**src/rtl/phase_sequencer_pkg.sv**
```systemverilog
`default_nettype none
// ============================================================================
// Module      : phase_sequencer_pkg
// Description : Shared definitions for the phase sequencer.
//               - phase (state) codes
//               - instruction class codes and ALU op codes
//               - branch condition codes and flag bit positions
// Revision    : 1.0 - initial release
// ============================================================================
package phase_sequencer_pkg;

    // Phase / state codes, also driven directly onto the phase output
    localparam logic [2:0] PH_IDLE = 3'd0;
    localparam logic [2:0] PH_P1   = 3'd1;
    localparam logic [2:0] PH_P2   = 3'd2;
    localparam logic [2:0] PH_P3   = 3'd3;
    localparam logic [2:0] PH_P4   = 3'd4;
    localparam logic [2:0] PH_P5   = 3'd5;
    localparam logic [2:0] PH_HALT = 3'd6;
    localparam logic [2:0] PH_ERR  = 3'd7;

    // Instruction class, taken from ir[15:14]
    typedef enum logic [1:0] {
        CLS_LD  = 2'b00,
        CLS_ST  = 2'b01,
        CLS_BR  = 2'b10,
        CLS_ALU = 2'b11
    } instr_class_t;

    // ALU op codes with special sequencing, taken from ir[7:4]
    localparam logic [3:0] OP_CMP  = 4'b0101;
    localparam logic [3:0] OP_OUT  = 4'b1101;
    localparam logic [3:0] OP_HALT = 4'b1111;

    // Branch condition codes, taken from ir[10:8]; 110/111 never branch
    localparam logic [2:0] BC_ALWAYS = 3'b000;
    localparam logic [2:0] BC_EQ     = 3'b001;
    localparam logic [2:0] BC_LT     = 3'b010;
    localparam logic [2:0] BC_LE     = 3'b011;
    localparam logic [2:0] BC_NE     = 3'b100;
    localparam logic [2:0] BC_CS     = 3'b101;

    // Flag bit positions within flags = {V,C,Z,S}
    localparam int FLAG_S = 0;
    localparam int FLAG_Z = 1;
    localparam int FLAG_C = 2;
    localparam int FLAG_V = 3;

    // Load and store both need a data-memory phase
    function automatic logic is_mem_class(input instr_class_t cls);
        return (cls == CLS_LD) || (cls == CLS_ST);
    endfunction

endpackage
`default_nettype wire

```
**src/rtl/branch_cond.sv**
```systemverilog
`default_nettype none
// ============================================================================
// Module      : branch_cond
// Description : Combinational branch condition evaluator.
// Ports       : cond  [2:0] in  - condition code from the instruction
//               flags [3:0] in  - latched ALU flags {V,C,Z,S}
//               taken       out - 1 when the branch is to be taken
// Revision    : 1.0 - initial release
// ============================================================================
module branch_cond
    import phase_sequencer_pkg::*;
(
    input  logic [2:0] cond,
    input  logic [3:0] flags,
    output logic       taken
);

    // Signed less-than: sign differs from overflow
    logic lt;
    assign lt = flags[FLAG_S] ^ flags[FLAG_V];

    always_comb begin
        taken = 1'b0;
        case (cond)
            BC_ALWAYS: taken = 1'b1;
            BC_EQ:     taken = flags[FLAG_Z];
            BC_LT:     taken = lt;
            BC_LE:     taken = flags[FLAG_Z] | lt;
            BC_NE:     taken = ~flags[FLAG_Z];
            BC_CS:     taken = flags[FLAG_C];
            default:   taken = 1'b0;
        endcase
    end

endmodule
`default_nettype wire

```
**src/rtl/phase_sequencer.sv**
```systemverilog
`default_nettype none
// ============================================================================
// Module      : phase_sequencer
// Description : Five-phase instruction sequencer (fetch, read, execute,
//               memory, writeback) with bounded memory waits, sticky HALT
//               and ERR states.
// Config      : PHASE_SKIP_EN - when defined, non-LD/ST instructions skip P4
//               and go P3 -> P5.
// Parameters  : WAIT_LIMIT (1..255) - max cycles a memory request waits.
// Ports       : clock, reset_n (async, active low)
//               run       in  - leave IDLE / continue after P5
//               ir[15:0]  in  - instruction, valid from P2 onward
//               flags[3:0]in  - latched ALU flags {V,C,Z,S}
//               mem_ack   in  - memory completion
//               phase[2:0]out - current state code
//               mem_req, mem_we               out - memory request
//               ir_load, pc_inc, pc_load, rf_read, alu_en, flag_we,
//               rf_we, out_en                 out - one-cycle strobes
//               halted, error                 out - sticky status
// Revision    : 1.0 - initial release
// ============================================================================
module phase_sequencer
    import phase_sequencer_pkg::*;
#(
    parameter int WAIT_LIMIT = 255
)
(
    input  logic        clock,
    input  logic        reset_n,
    input  logic        run,
    input  logic [15:0] ir,
    input  logic [3:0]  flags,
    input  logic        mem_ack,
    output logic [2:0]  phase,
    output logic        mem_req,
    output logic        mem_we,
    output logic        ir_load,
    output logic        pc_inc,
    output logic        pc_load,
    output logic        rf_read,
    output logic        alu_en,
    output logic        flag_we,
    output logic        rf_we,
    output logic        out_en,
    output logic        halted,
    output logic        error
);

`ifdef PHASE_SKIP_EN
    localparam logic SKIP_P4 = 1'b1;
`else
    localparam logic SKIP_P4 = 1'b0;
`endif

    // Last count value tolerated before the wait is declared failed
    localparam logic [7:0] WAIT_LAST = 8'(WAIT_LIMIT - 1);

    logic [2:0] state;
    logic [2:0] state_next;
    logic [7:0] wait_cnt;

    // ------------------------------------------------------------------
    // Instruction decode
    // ------------------------------------------------------------------
    instr_class_t cls;
    logic [3:0]   op;
    logic         is_mem;
    logic         is_alu;
    logic         op_halt;
    logic         op_out;
    logic         op_cmp;
    logic         br_taken;
    logic         ir_unused;

    assign cls     = instr_class_t'(ir[15:14]);
    assign op      = ir[7:4];
    assign is_mem  = is_mem_class(cls);
    assign is_alu  = (cls == CLS_ALU);
    assign op_halt = is_alu && (op == OP_HALT);
    assign op_out  = is_alu && (op == OP_OUT);
    assign op_cmp  = is_alu && (op == OP_CMP);

    // Register-select and immediate fields belong to the datapath
    assign ir_unused = ^{ir[13:11], ir[3:0]};

    branch_cond u_branch_cond (
        .cond  (ir[10:8]),
        .flags (flags),
        .taken (br_taken)
    );

    // ------------------------------------------------------------------
    // Memory wait tracking
    // ------------------------------------------------------------------
    // P1 always waits on the instruction fetch; P4 waits only for LD/ST.
    logic in_wait;
    logic wait_expired;

    assign in_wait      = (state == PH_P1) || ((state == PH_P4) && is_mem);
    // An ack on the final allowed cycle still completes the access.
    assign wait_expired = in_wait && !mem_ack && (wait_cnt == WAIT_LAST);

    // ------------------------------------------------------------------
    // Next-state logic
    // ------------------------------------------------------------------
    always_comb begin
        state_next = state;
        case (state)
            PH_IDLE: if (run) state_next = PH_P1;
            PH_P1: begin
                if (mem_ack)           state_next = PH_P2;
                else if (wait_expired) state_next = PH_ERR;
            end
            PH_P2: state_next = PH_P3;
            PH_P3: begin
                if (op_halt)                 state_next = PH_HALT;
                else if (SKIP_P4 && !is_mem) state_next = PH_P5;
                else                         state_next = PH_P4;
            end
            PH_P4: begin
                if (!is_mem)           state_next = PH_P5;
                else if (mem_ack)      state_next = PH_P5;
                else if (wait_expired) state_next = PH_ERR;
            end
            PH_P5:   state_next = run ? PH_P1 : PH_IDLE;
            PH_HALT: state_next = PH_HALT;
            PH_ERR:  state_next = PH_ERR;
            default: state_next = PH_ERR;
        endcase
    end

    always_ff @(posedge clock or negedge reset_n) begin
        if (!reset_n) begin
            state <= PH_IDLE;
        end else begin
            state <= state_next;
        end
    end

    // The counter restarts on every phase change, so each wait phase
    // begins at zero regardless of how it was entered.
    always_ff @(posedge clock or negedge reset_n) begin
        if (!reset_n) begin
            wait_cnt <= 8'd0;
        end else if (state_next != state) begin
            wait_cnt <= 8'd0;
        end else if (in_wait && !mem_ack) begin
            wait_cnt <= wait_cnt + 8'd1;
        end
    end

    // ------------------------------------------------------------------
    // Outputs: decoded from state so that an asynchronous reset clears
    // them in the same cycle.
    // ------------------------------------------------------------------
    always_comb begin
        mem_req = 1'b0;
        mem_we  = 1'b0;
        ir_load = 1'b0;
        pc_inc  = 1'b0;
        pc_load = 1'b0;
        rf_read = 1'b0;
        alu_en  = 1'b0;
        flag_we = 1'b0;
        rf_we   = 1'b0;
        out_en  = 1'b0;
        halted  = 1'b0;
        error   = 1'b0;
        case (state)
            PH_P1: begin
                mem_req = 1'b1;
                ir_load = mem_ack;
                pc_inc  = mem_ack;
            end
            PH_P2: rf_read = 1'b1;
            PH_P3: begin
                if (is_alu && !op_halt) begin
                    alu_en  = 1'b1;
                    flag_we = !op_out;
                end else if (is_mem) begin
                    alu_en  = 1'b1;
                end else if (cls == CLS_BR) begin
                    pc_load = br_taken;
                end
            end
            PH_P4: begin
                mem_req = is_mem;
                mem_we  = (cls == CLS_ST);
            end
            PH_P5: begin
                rf_we  = (cls == CLS_LD) || (is_alu && !op_cmp && !op_out);
                out_en = op_out;
            end
            PH_HALT: halted = 1'b1;
            PH_ERR: begin
                halted = 1'b1;
                error  = 1'b1;
            end
            default: ;
        endcase
    end

    assign phase = state;

endmodule
`default_nettype wire

```
**config.mk**
```make
export PLATFORM = sky130hd
export DESIGN_NAME = phase_sequencer
export DESIGN_NICKNAME = d
export VERILOG_FILES = /design/src/rtl/phase_sequencer_pkg.sv /design/src/rtl/branch_cond.sv /design/src/rtl/phase_sequencer.sv
export SDC_FILE = /design/constraint.sdc
export NUM_CORES = 1
export LEC_CHECK = 0
export BUFFER_PORTS_ARGS = -buffer_cell sky130_fd_sc_hd__buf_2
export CELL_PAD_IN_SITES_DETAIL_PLACEMENT = 0
export CELL_PAD_IN_SITES_GLOBAL_PLACEMENT = 1
export CORE_MARGIN = 2
export CORE_UTILIZATION = 30
export DETAILED_ROUTE_END_ITERATION = 12
export PLACE_DENSITY = 0.68
export SYNTH_ARGS = -nofsm -noshare
export SYNTH_HDL_FRONTEND = slang
export SYNTH_HIERARCHICAL = 1
export SYNTH_SLANG_ARGS = --single-unit
```
**constraint.sdc**
```tcl
create_clock -name clock -period 1.96 [get_ports clock]
set_clock_uncertainty 0.05 [all_clocks]
set_input_delay 0.196 -clock clock [delete_from_list [all_inputs] [get_ports clock]]
set_output_delay 0.196 -clock clock [all_outputs]
set_load 0.05 [all_outputs]
```
# == Word level (Yosys, flattened, before mapping) ==
# Cells that the tools add are included.
# word_totals
regBits,11
input_bits,24
out_inout_bits,15
wordCells,75
# classes
addsub,1
n_eq_ne,20
muxes,28
bitwise,3
n_reduce_logical,21
# ops
operator,count
$pmux 3 s8,1
$eq 3x3->1 const B,6
$mux 1,17
$mux 8,2
$mux 3,5
$eq 3x2->1 const B,4
$logic_and 1x1->1,9
$add 8x1->8 const B,1
$eq 4x4->1 const B,2
$eq 8x8->1 const B,1
$eq 3x1->1 const B,2
$logic_not 3->1,2
$pmux 1 s6,1
$eq 2x2->1 const B,2
$eq 4x3->1 const B,1
$logic_not 1->1,4
$logic_or 1x1->1,3
$ne 3x3->1,1
$eq 2x1->1 const B,1
$logic_not 2->1,1
$mux 2,1
$pmux 1 s2,1
$reduce_bool 2->1,1
$reduce_or 2->1,1
other kinds (3),3

# == Longest topological paths before layout ==
# Gate-level depths: netlist of the first run.
# logic_depth
ltp_word,12
ltp_mapped,6

# == Hierarchy ==
# Netlist of the first run, hierarchy kept.
# by_module_without_submodules
mod,n_inst,cells_each,area_per_inst_um2,seq_area_each_um2
phase_sequencer,1,97,878.3,275.3
branch_cond,1,7,52.6,0.0

# == Worst setup path after synthesis of the first run ==
# No wires, ideal clock.
# synth_path
path_kind,reg-to-output
startpoint,register state[0] (netlist: phase[0])
endpoint,output pc_inc
arrival_time_ns,3.040
required_time_ns,1.714
path_slack_ns,-1.326
stages_incl_launch_ff,4
path_cell_list,dfrtp_1 > clkbuf_1 > nor4bb_1 > buf_4
# synth_between
elab_chain_len,2
# synth_lines
element,line,source
start: declaration,phase_sequencer.sv:58,logic [2:0] state;
start signal: assignment,phase_sequencer.sv:136,state <= state_next;
$eq 3x1->1,--,
$mux 1,--,
end: declaration,phase_sequencer.sv:38,"output logic pc_inc,"
# Every way passes these cells.

# == Final worst setup path of the first run ==
# layout_path
startpoint,register state[2] (netlist: phase[2])
endpoint,output mem_req
# layout_between
elab_chain_len,2
word_cells_on_any_way,3
cone_classes,eq/ne: 2; mux: 1
# layout_lines
element,line,source
$eq 3x3->1 or $eq 3x1->1 (tied branches),phase_sequencer.sv:169,case (state)
$pmux 1 s2 *,phase_sequencer.sv:169,
end: declaration,phase_sequencer.sv:35,"output logic mem_req,"
# Every way passes the cells marked *; elsewhere a longest branch is shown, timed or not.

==> results.toml, run 1 <==
[status]
status = "finished clean"

[clock_network]
cts_buffers = 3
h-tree-depth = 1
cts.path.max_buffers = 2
tritoncts = "yes"
clk_pin_slew_ps = 70
cts_setup_buffers = 0
insertion_delay_ps = 270
cts_sinks = 11
cts_root_buffer = "clkbuf_4"

[yosys]
synth_nets = 130
synth_edf_count = 0
ys_ff_latch = 11
synth_area_um2 = 931
synth_warnings = 6
yosysSeqAreaShare = 0.296
postSynthCellCount = 104
avgSynthCellArea_um2 = 8.95
synth_ff_type = "dfrtp_1"
ys_async_sr_fraction = 1.00
netlist-cell-type-count = 41

[grt]
antenna_found_initial = 0
overflow = 0
track_usage = 0.140
grt_first_pass_wirelength_um = 3760
grt_pass1_vias = 848
grt_max_degree = 16

[detailed_routing]
ant_nets = 0
drtPass1Iterations = 4
vias_per_cell = 5.32
vias = 899
drt-total-wl_um = 2330
post_drt_wl_per_cell_um = 13.8
route.detailed.drc = 0
drtIter0Drc = 18

[power_and_ir_drop]
switchingPower_w = 0.000921
power_density_nw_per_um2 = 1300
p_clk_frac = 0.098
p_sw_frac = 0.565
internal_power_w = 0.000710
ir_worst_vdd_uv = 872
pwr-share-comb = 0.680
p_leak_nw = 0.484
sequentialPowerShare = 0.223

[critical_path]
path_max_fanout = 10
path_cells = "or3b_4 > a21oi_4 > buf_4"
cp_slowest_stage_delay_ps = 510
required_ps = 1710
arrival_ps = 1660
worst_setup_path_start_kind = "flip-flop"
critPathSlowestCell = "or3b_4"
endpoint_kind = "primary output"
critical_path_class = "reg2out"

[floorplanning]
ios = 39
fp.dieArea_um2 = 3560
die_h_um = 59.7
core_um2 = 3000
die_w_um = 59.7
initial_core_util = 0.310
fp-row-count = 20

[timing]
max_freq_mhz = 525
post-route-period-util = 0.972
rsz0062_at_grt = "true"
relSlewSlack = 0.701
whs_ps = 271
setup_viol = 0
tightest_slew_ps = 445
hold_viol_final = 0
timing.final.ws_setup_ps = 54.2
maxSlewViolCount = 0
fin_crit_ps = 1910

[placed_design]
dp_hpwl_um = 1710
dpl_worst_slack_ps = -1.09
gp_congestion = 0.769
io_buffer_count = 31

[cells_and_area]
final_nets = 163
areaGrowthSynthToFinish_pct = 34.8
final_common_cell = "buf_2"
drive_gt1_frac = 0.493
final_cell_mix = "26 x buf_2, 8 x xnor2_1, 8 x dfrtp_1"
n_antenna_cell = 0

[job]
cap_violations = 0

[hold_path]
min_path_type = "in2async"
-- critical path: cells and delay by family (launching register included) --
kind | cells | cell delay, ps
AO/OA/AOI/OAI | 1 | 190
flip-flops | 1 | 460
buffers and inverters | 1 | 220
AND/OR/NAND/NOR | 1 | 510
-- timing repair --
item	CTS	global route
gates cloned	0	0
endpoints found under the setup margin	6	5
gates resized for setup	7	5
hold endpoints to repair	11	0
hold buffers	1	0
pin swaps	0	1
-- synthesized netlist by cell type, types with 2 or more instances --
| cell | number | area [um^2] |
|---|---|---|
| nor3_1 | 5 | 25.0 |
| dfrtp_1 | 11 | 275 |
| mux2_2 | 2 | 22.5 |
| nand2_1 | 7 | 26.3 |
| nor2b_1 | 2 | 12.5 |
| a21oi_1 | 5 | 25.0 |
| a2111oi_2 | 4 | 60.1 |
| a211oi_1 | 2 | 15.0 |
| nor2_2 | 4 | 25.0 |
| nand3b_1 | 2 | 15.0 |
| o21ai_1 | 2 | 10.0 |
| xnor2_1 | 8 | 70.1 |
| clkbuf_1 | 3 | 11.3 |
| nand4b_1 | 2 | 17.5 |
| nor2_1 | 6 | 22.5 |
| nor3b_1 | 4 | 30.0 |
| nand4_1 | 2 | 12.5 |
| o21ai_0 | 4 | 20.0 |
| inv_1 | 3 | 11.3 |
| nand3_1 | 4 | 20.0 |
| ha_1 | 2 | 25.0 |
-- power by group through the flow --
stage | registers (W) | logic, W | clock network (W)
2_1_floorplan | 0.000445 | 0.000772 | 0
3_3_place_gp | 0.000360 | 0.00107 | 0
3_5_place_dp | 0.000363 | 0.00107 | 0
4_1_cts | 0.000361 | 0.00111 | 0.000162
5_1_grt | 0.000374 | 0.00119 | 0.000174
6_report | 0.000363 | 0.00111 | 0.000160
-- cell families (layout without fill, tap and decap cells) --
logic type	count (synthesis)	after routing	synth area share
AND/OR/NAND/NOR	47	47	0.294
multiplexers	2	2	0.0242
XOR/XNOR	8	8	0.0753
adder cells (fa/ha/maj)	2	2	0.0269
buffers and inverters	10	42	0.0538
AO/OA/AOI/OAI	24	24	0.230
flip-flops	11	11	0.296
-- path summary, 6_finish.rpt --
check	startpoint	endpoint	slack [ps]	cells after the start
max	phase[2]$_DFF_PN0_	mem_req	50	3
min	reset_n	wait_cnt[7]$_DFFE_PN0P_	270	2
max reg2reg	phase[2]$_DFF_PN0_	wait_cnt[6]$_DFFE_PN0P_	130	4
min reg2reg	wait_cnt[7]$_DFFE_PN0P_	wait_cnt[7]$_DFFE_PN0P_	500	2
max in group asynchronous	reset_n	phase[2]$_DFF_PN0_	1360	2
min in group clock	mem_ack	phase[1]$_DFF_PN0_	270	3
-- metal layers --
layer	up-vias	routed length, um	global-route usage
li1	447	-	-
met1	422	1030	0.178
met2	25	1160	0.231
met3	5	98	0.0216
met4	0	41	0.0667
met5	-	0	0
-- stage by stage --
| stage | setup TNS, ps | utilization | power [W] | cell area [um^2] | std cells |
|---|---|---|---|---|---|
| 6_report | 0 | 0.418 | 0.00163 | 1250 | 169 |
| 5_1_grt | -14.7 | 0.418 | 0.00174 | 1250 | 169 |
| 4_1_cts | 0 | 0.414 | 0.00163 | 1240 | 169 |
| 3_5_place_dp | -1.09 | 0.397 | 0.00144 | 1190 | 164 |
| 3_3_place_gp | 0 | 0.397 | 0.00143 | 1190 | 164 |
| 2_1_floorplan | -212 | - | 0.00122 | 1010 | 104 |
-- flip-flops by register name, indices dropped and copies added, names as in the netlist --
name,cells
phase,3
wait_cnt,8
-- layout make-up --
class | instances | area [um^2]
fillers | 323 | 1750
repair buffers | 35 | 204
flip-flops and latches | 11 | 279
multi-input cells | 83 | 693
well taps | 33 | 41.3
clock buffers | 4 | 26.3
inverters | 3 | 11.3
(Power assumes the default switching activity.)
==> run 2: changes to the inputs <==
--- a/config.mk
+++ b/config.mk
@@ -11,6 +11,7 @@
 export CORE_MARGIN = 2
 export CORE_UTILIZATION = 30
 export DETAILED_ROUTE_END_ITERATION = 12
+export MAX_ROUTING_LAYER = met4
 export PLACE_DENSITY = 0.68
 export SYNTH_ARGS = -nofsm -noshare
 export SYNTH_HDL_FRONTEND = slang
==> run 2 against run 1 <==
Hold slack hardly changed. Sequential power hardly changed. Final cell count stayed put. Via count stayed put. Largest power group unchanged.
==> results.toml, run 2 (synthesis gave the netlist of run 1 again) <==
[status]
status = "finished clean"

[critical_path]
path_max_fanout = 10
endpoint_kind = "primary output"
critical_path_class = "reg2out"
rr_worst_depth = 4
required_ps = 1710
cp-endpoint = "mem_req"
timing.rr.start = "phase[2]$_DFF_PN0_"
worst_setup_path_start_kind = "flip-flop"
startpoint = "phase[2]$_DFF_PN0_"
worstReg2RegEnd = "wait_cnt[6]$_DFFE_PN0P_"
arrival_ps = 1660
r2r_slack_ps = 130

[cells_and_area]
n_antenna_cell = 0
final_common_cell = "buf_2"
instances_no_fill = 169
stdcell_area_um2 = 1250
drive_gt1_frac = 0.493
final_nets = 163
largest_reg_flops = 8
final_cell_mix = "26 x buf_2, 8 x xnor2_1, 8 x dfrtp_1"
top_register = "wait_cnt"
areaGrowthSynthToFinish_pct = 34.8

[clock_network]
insertion_delay_ps = 270
cts_buffers = 3
tritoncts = "yes"
cts.path.max_buffers = 2
cts_sinks = 11
cts_root_buffer = "clkbuf_4"
clk_pin_slew_ps = 70
h-tree-depth = 1

[placed_design]
gp_congestion = 0.779
dpl_worst_slack_ps = -1.09
place_area_um2 = 1190
io_buffer_count = 31
dp_hpwl_um = 1710
dp_cells = 164

[detailed_routing]
drtIter0Drc = 15
post_drt_wl_per_cell_um = 13.8
route.detailed.drc = 0
drtPass1Iterations = 4
ant_nets = 0
vias = 899
drt-total-wl_um = 2330
vias_per_cell = 5.32

[floorplanning]
die_h_um = 59.7
ios = 39
fp-row-count = 20
initial_core_util = 0.310
die_w_um = 59.7
core_um2 = 3000
fp.dieArea_um2 = 3560

[timing]
hold_viol_final = 0
setup_viol = 0
relSlewSlack = 0.701
rsz0062_at_grt = "true"
maxSlewViolCount = 0
tns_ps = 0
max_freq_mhz = 525
tightest_slew_ps = 445
post-route-period-util = 0.972
fin_crit_ps = 1910
timing.final.ws_setup_ps = 54.3

[grt]
overflow = 0
grt_util_met3 = 0.0216
grt_pass1_vias = 852
grt_use_met1 = 0.178
grt_max_degree = 16
track_usage = 0.144
antenna_found_initial = 0
grt_first_pass_wirelength_um = 3770
busiest_layer = "met2"
gr-usage-met2 = 0.231

[hold_path]
min_path_type = "in2async"

[power_and_ir_drop]
ir_worst_vdd_uv = 871
p_leak_nw = 0.484
power_density_nw_per_um2 = 1300

[job]
cap_violations = 0
-- run 2: cell counts in the layout (fill, tap and decap cells not counted) --
Identical to the previous run, type by type.
-- run 2: worst min-delay path by stage --
stage	start	end	slack (ps)	cells after the start
2_1_floorplan	reset_n	phase[0]$_DFF_PN0_	-150	0
3_3_place_gp	reset_n	wait_cnt[2]$_DFFE_PN0P_	30	1
3_5_place_dp	reset_n	wait_cnt[6]$_DFFE_PN0P_	30	1
4_1_cts	reset_n	wait_cnt[7]$_DFFE_PN0P_	270	2
5_1_grt	mem_ack	phase[1]$_DFF_PN0_	280	3
6_report	reset_n	wait_cnt[7]$_DFFE_PN0P_	270	2
-- run 2: power by group --
group	leakage (nW)	switching [W]	internal (W)
Sequential	0.144	0.0000860	0.000277
Clock	0.0150	0.0000806	0.0000790
Combinational	0.325	0.000754	0.000354
-- run 2: per-stage QoR --
step                      utilization  power (W)  hold slack [ps]
after floorplan                     -    0.00122             -150
after global placement          0.397    0.00143             31.0
after detailed placement        0.397    0.00144             30.0
after CTS                       0.414    0.00163              269
after global routing            0.418    0.00174              276
final                           0.418    0.00163              271
-- run 2: final cells by class --
type / instances / area (um^2)
Tap cell: 33 / 41.3
Timing Repair Buffer: 35 / 204
Multi-Input combinational cell: 83 / 693
Sequential cell: 11 / 279
Inverter: 3 / 11.3
Fill cell: 323 / 1750
Clock buffer: 4 / 26.3
-- run 2: per-layer routing --
metal | up-vias | wire length (um)
met4 | 0 | 41
met3 | 5 | 98
met5 | - | 0
met1 | 422 | 1030
met2 | 25 | 1160
li1 | 447 | -
-- run 2: critical path, stage by stage (launching register included) --
cell	delay (ps)
dfrtp_2	460
or3b_4	510
a21oi_4	190
buf_4	220
-- run 2: what timing repair did --
item,CTS,global route
hold buffers,1,0
buffers inserted,0,0
setup endpoints to repair,6,5
resized for setup,7,5
pin swaps,0,1
endpoints found under the hold margin,11,0
==> run 3: changes to the inputs <==
--- a/config.mk
+++ b/config.mk
@@ -8,8 +8,8 @@
 export BUFFER_PORTS_ARGS = -buffer_cell sky130_fd_sc_hd__buf_2
 export CELL_PAD_IN_SITES_DETAIL_PLACEMENT = 0
 export CELL_PAD_IN_SITES_GLOBAL_PLACEMENT = 1
-export CORE_MARGIN = 2
 export CORE_UTILIZATION = 30
+export CTS_BUF_LIST = sky130_fd_sc_hd__clkbuf_4
 export DETAILED_ROUTE_END_ITERATION = 12
 export MAX_ROUTING_LAYER = met4
 export PLACE_DENSITY = 0.68
==> run 3 against run 2 <==
The run now ends with design-rule violations left. Clock power up 6%. Power is 2.7% higher. Hold slack worse by 0.83 ps. Global-route usage decreased by 0.37 points. Sequential cell count unchanged. Worst setup slack better by 9.2 ps. Maximum frequency increased by 0.48%. Critical endpoint is now out_en. Highest routed layer unchanged.
==> results.toml, run 3 (synthesis gave the netlist of run 1 again) <==
[critical_path]
timing.rr.start = "phase[2]$_DFF_PN0_"
required_ps = 1710
worstReg2RegEnd = "wait_cnt[2]$_DFFE_PN0P_"
path_max_fanout = 9
startpoint = "phase[2]$_DFF_PN0_"
path_cells = "buf_4 > nand3b_1 > nor4_4 > buf_2"
cp-endpoint = "out_en"
endpoint_kind = "primary output"
crit_buf_inv = 2
critPathSlowestCell = "dfrtp_2"
r2r_slack_ps = 110
worst_setup_path_start_kind = "flip-flop"
cp_slowest_stage_delay_ps = 450
critical_path.top_delay_family = "buffers and inverters"
critical_path_class = "reg2out"
arrival_ps = 1650
cp_num_cells = 4
rr_worst_depth = 5

[power_and_ir_drop]
pwr-share-comb = 0.682
internal_power_w = 0.000750
p_leak_nw = 0.500
sequentialPowerShare = 0.216
switchingPower_w = 0.000926
power_density_nw_per_um2 = 1310
p_sw_frac = 0.553
ir_worst_vdd_uv = 814
p_clk_frac = 0.102

[floorplanning]
die_w_um = 57.7
initial_core_util = 0.326
die_h_um = 57.7
fp-row-count = 19
ios = 39
core_um2 = 2850
fp.dieArea_um2 = 3330

[grt]
overflow = 0
grt_first_pass_wirelength_um = 3610
grt_pass1_vias = 785
antenna_found_initial = 0
grt_max_degree = 16
track_usage = 0.140

[cells_and_area]
final_nets = 164
n_antenna_cell = 0
register_area_um2 = 279
drive_gt1_frac = 0.496
final_common_cell = "buf_2"
stdcell_area_um2 = 1270
areaGrowthSynthToFinish_pct = 37.0
instances_no_fill = 168
fill_cells = 292
top_register = "wait_cnt"
multiInputGateArea_um2 = 696
largest_reg_flops = 8
final_cell_mix = "26 x buf_2, 8 x xnor2_1, 8 x dfrtp_1"

[timing]
maxSlewViolCount = 0
relSlewSlack = 0.677
timing.final.ws_setup_ps = 63.5
tightest_slew_ps = 480
fin_crit_ps = 1900
max_freq_mhz = 527
rsz0062_at_grt = "true"
setup_viol = 0
post-route-period-util = 0.968
hold_viol_final = 0

[detailed_routing]
drtPass1Iterations = 8
drtIter0Drc = 37
drt-total-wl_um = 2190
vias_per_cell = 5.31
ant_nets = 0
post_drt_wl_per_cell_um = 13.0
route.detailed.drc = 5
vias = 892

[clock_network]
cts_sinks = 11
clk_pin_slew_ps = 70
cts.path.max_buffers = 2
insertion_delay_ps = 270
tritoncts = "yes"
cts_buffers = 3
h-tree-depth = 1
cts_root_buffer = "clkbuf_4"

[placed_design]
dp_hpwl_um = 1660
dpl_worst_slack_ps = 53.7
dp_cells = 162
gp_congestion = 0.822
place_area_um2 = 1190
io_buffer_count = 31

[status]
violations = "design-rule violations"
status = "finished with violations"

[job]
cap_violations = 0

[hold_path]
min_path_type = "in2async"
==> run 3: worst register-to-register path, stage by stage, from the launching register on <==
cell and delay, ps:
dfrtp_2 450, or3b_4 450, buf_12 160, a2111oi_2 390
xnor2_1 180, nor2_2 40
==> run 3: worst min-delay path by stage <==
stage	end	slack, ps	cells after the start
after floorplan	phase[0]$_DFF_PN0_	-150	0
after global placement	wait_cnt[6]$_DFFE_PN0P_	30	1
after detailed placement	wait_cnt[0]$_DFFE_PN0P_	40	1
after CTS	wait_cnt[0]$_DFFE_PN0P_	270	2
after global routing	wait_cnt[3]$_DFFE_PN0P_	300	2
final	wait_cnt[0]$_DFFE_PN0P_	270	2
==> run 3: layout make-up <==
type,count,share of cell area
inverter,3,0.00883
sequential,11,0.219
multi-input combinational,83,0.546
timing repair buffer,36,0.173
clock buffer,4,0.0236
tap,31,0.0304
==> run 3: through the flow <==
stage	hold slack [ps]	power [W]	utilization	TNS [ps]
finish	270	0.00168	0.447	0
global route	298	0.00178	0.447	-26.6
CTS	270	0.00164	0.435	0
detailed placement	37.2	0.00144	0.417	0
global placement	31.2	0.00143	0.417	0
floorplan	-150	0.00122	-	-212
==> run 3: what timing repair did <==
| item | CTS | global route |
|---|---|---|
| hold endpoints to repair | 11 | 0 |
| hold buffers | 1 | 0 |
| cloned | 0 | 0 |
| resized for setup | 5 | 5 |
| setup buffers | 0 | 1 |
| endpoints found under the setup margin | 4 | 5 |
==> run 3: power groups by stage <==
stage | Clock (W) | Combinational (W) | Sequential, W
global route | 0.000187 | 0.00122 | 0.000371
floorplan | 0 | 0.000772 | 0.000445
finish | 0.000170 | 0.00114 | 0.000362
global placement | 0 | 0.00107 | 0.000354
CTS | 0.000179 | 0.00110 | 0.000356
detailed placement | 0 | 0.00108 | 0.000361
==> run 3: metal layers <==
metal / wire length, um / up-vias / track usage
li1: - / 447 / -
met3: 131 / 2 / 0.0223
met5: 0 / - / -
met1: 1080 / 416 / 0.201
met2: 957 / 27 / 0.204
met4: 21 / 0 / 0.0408
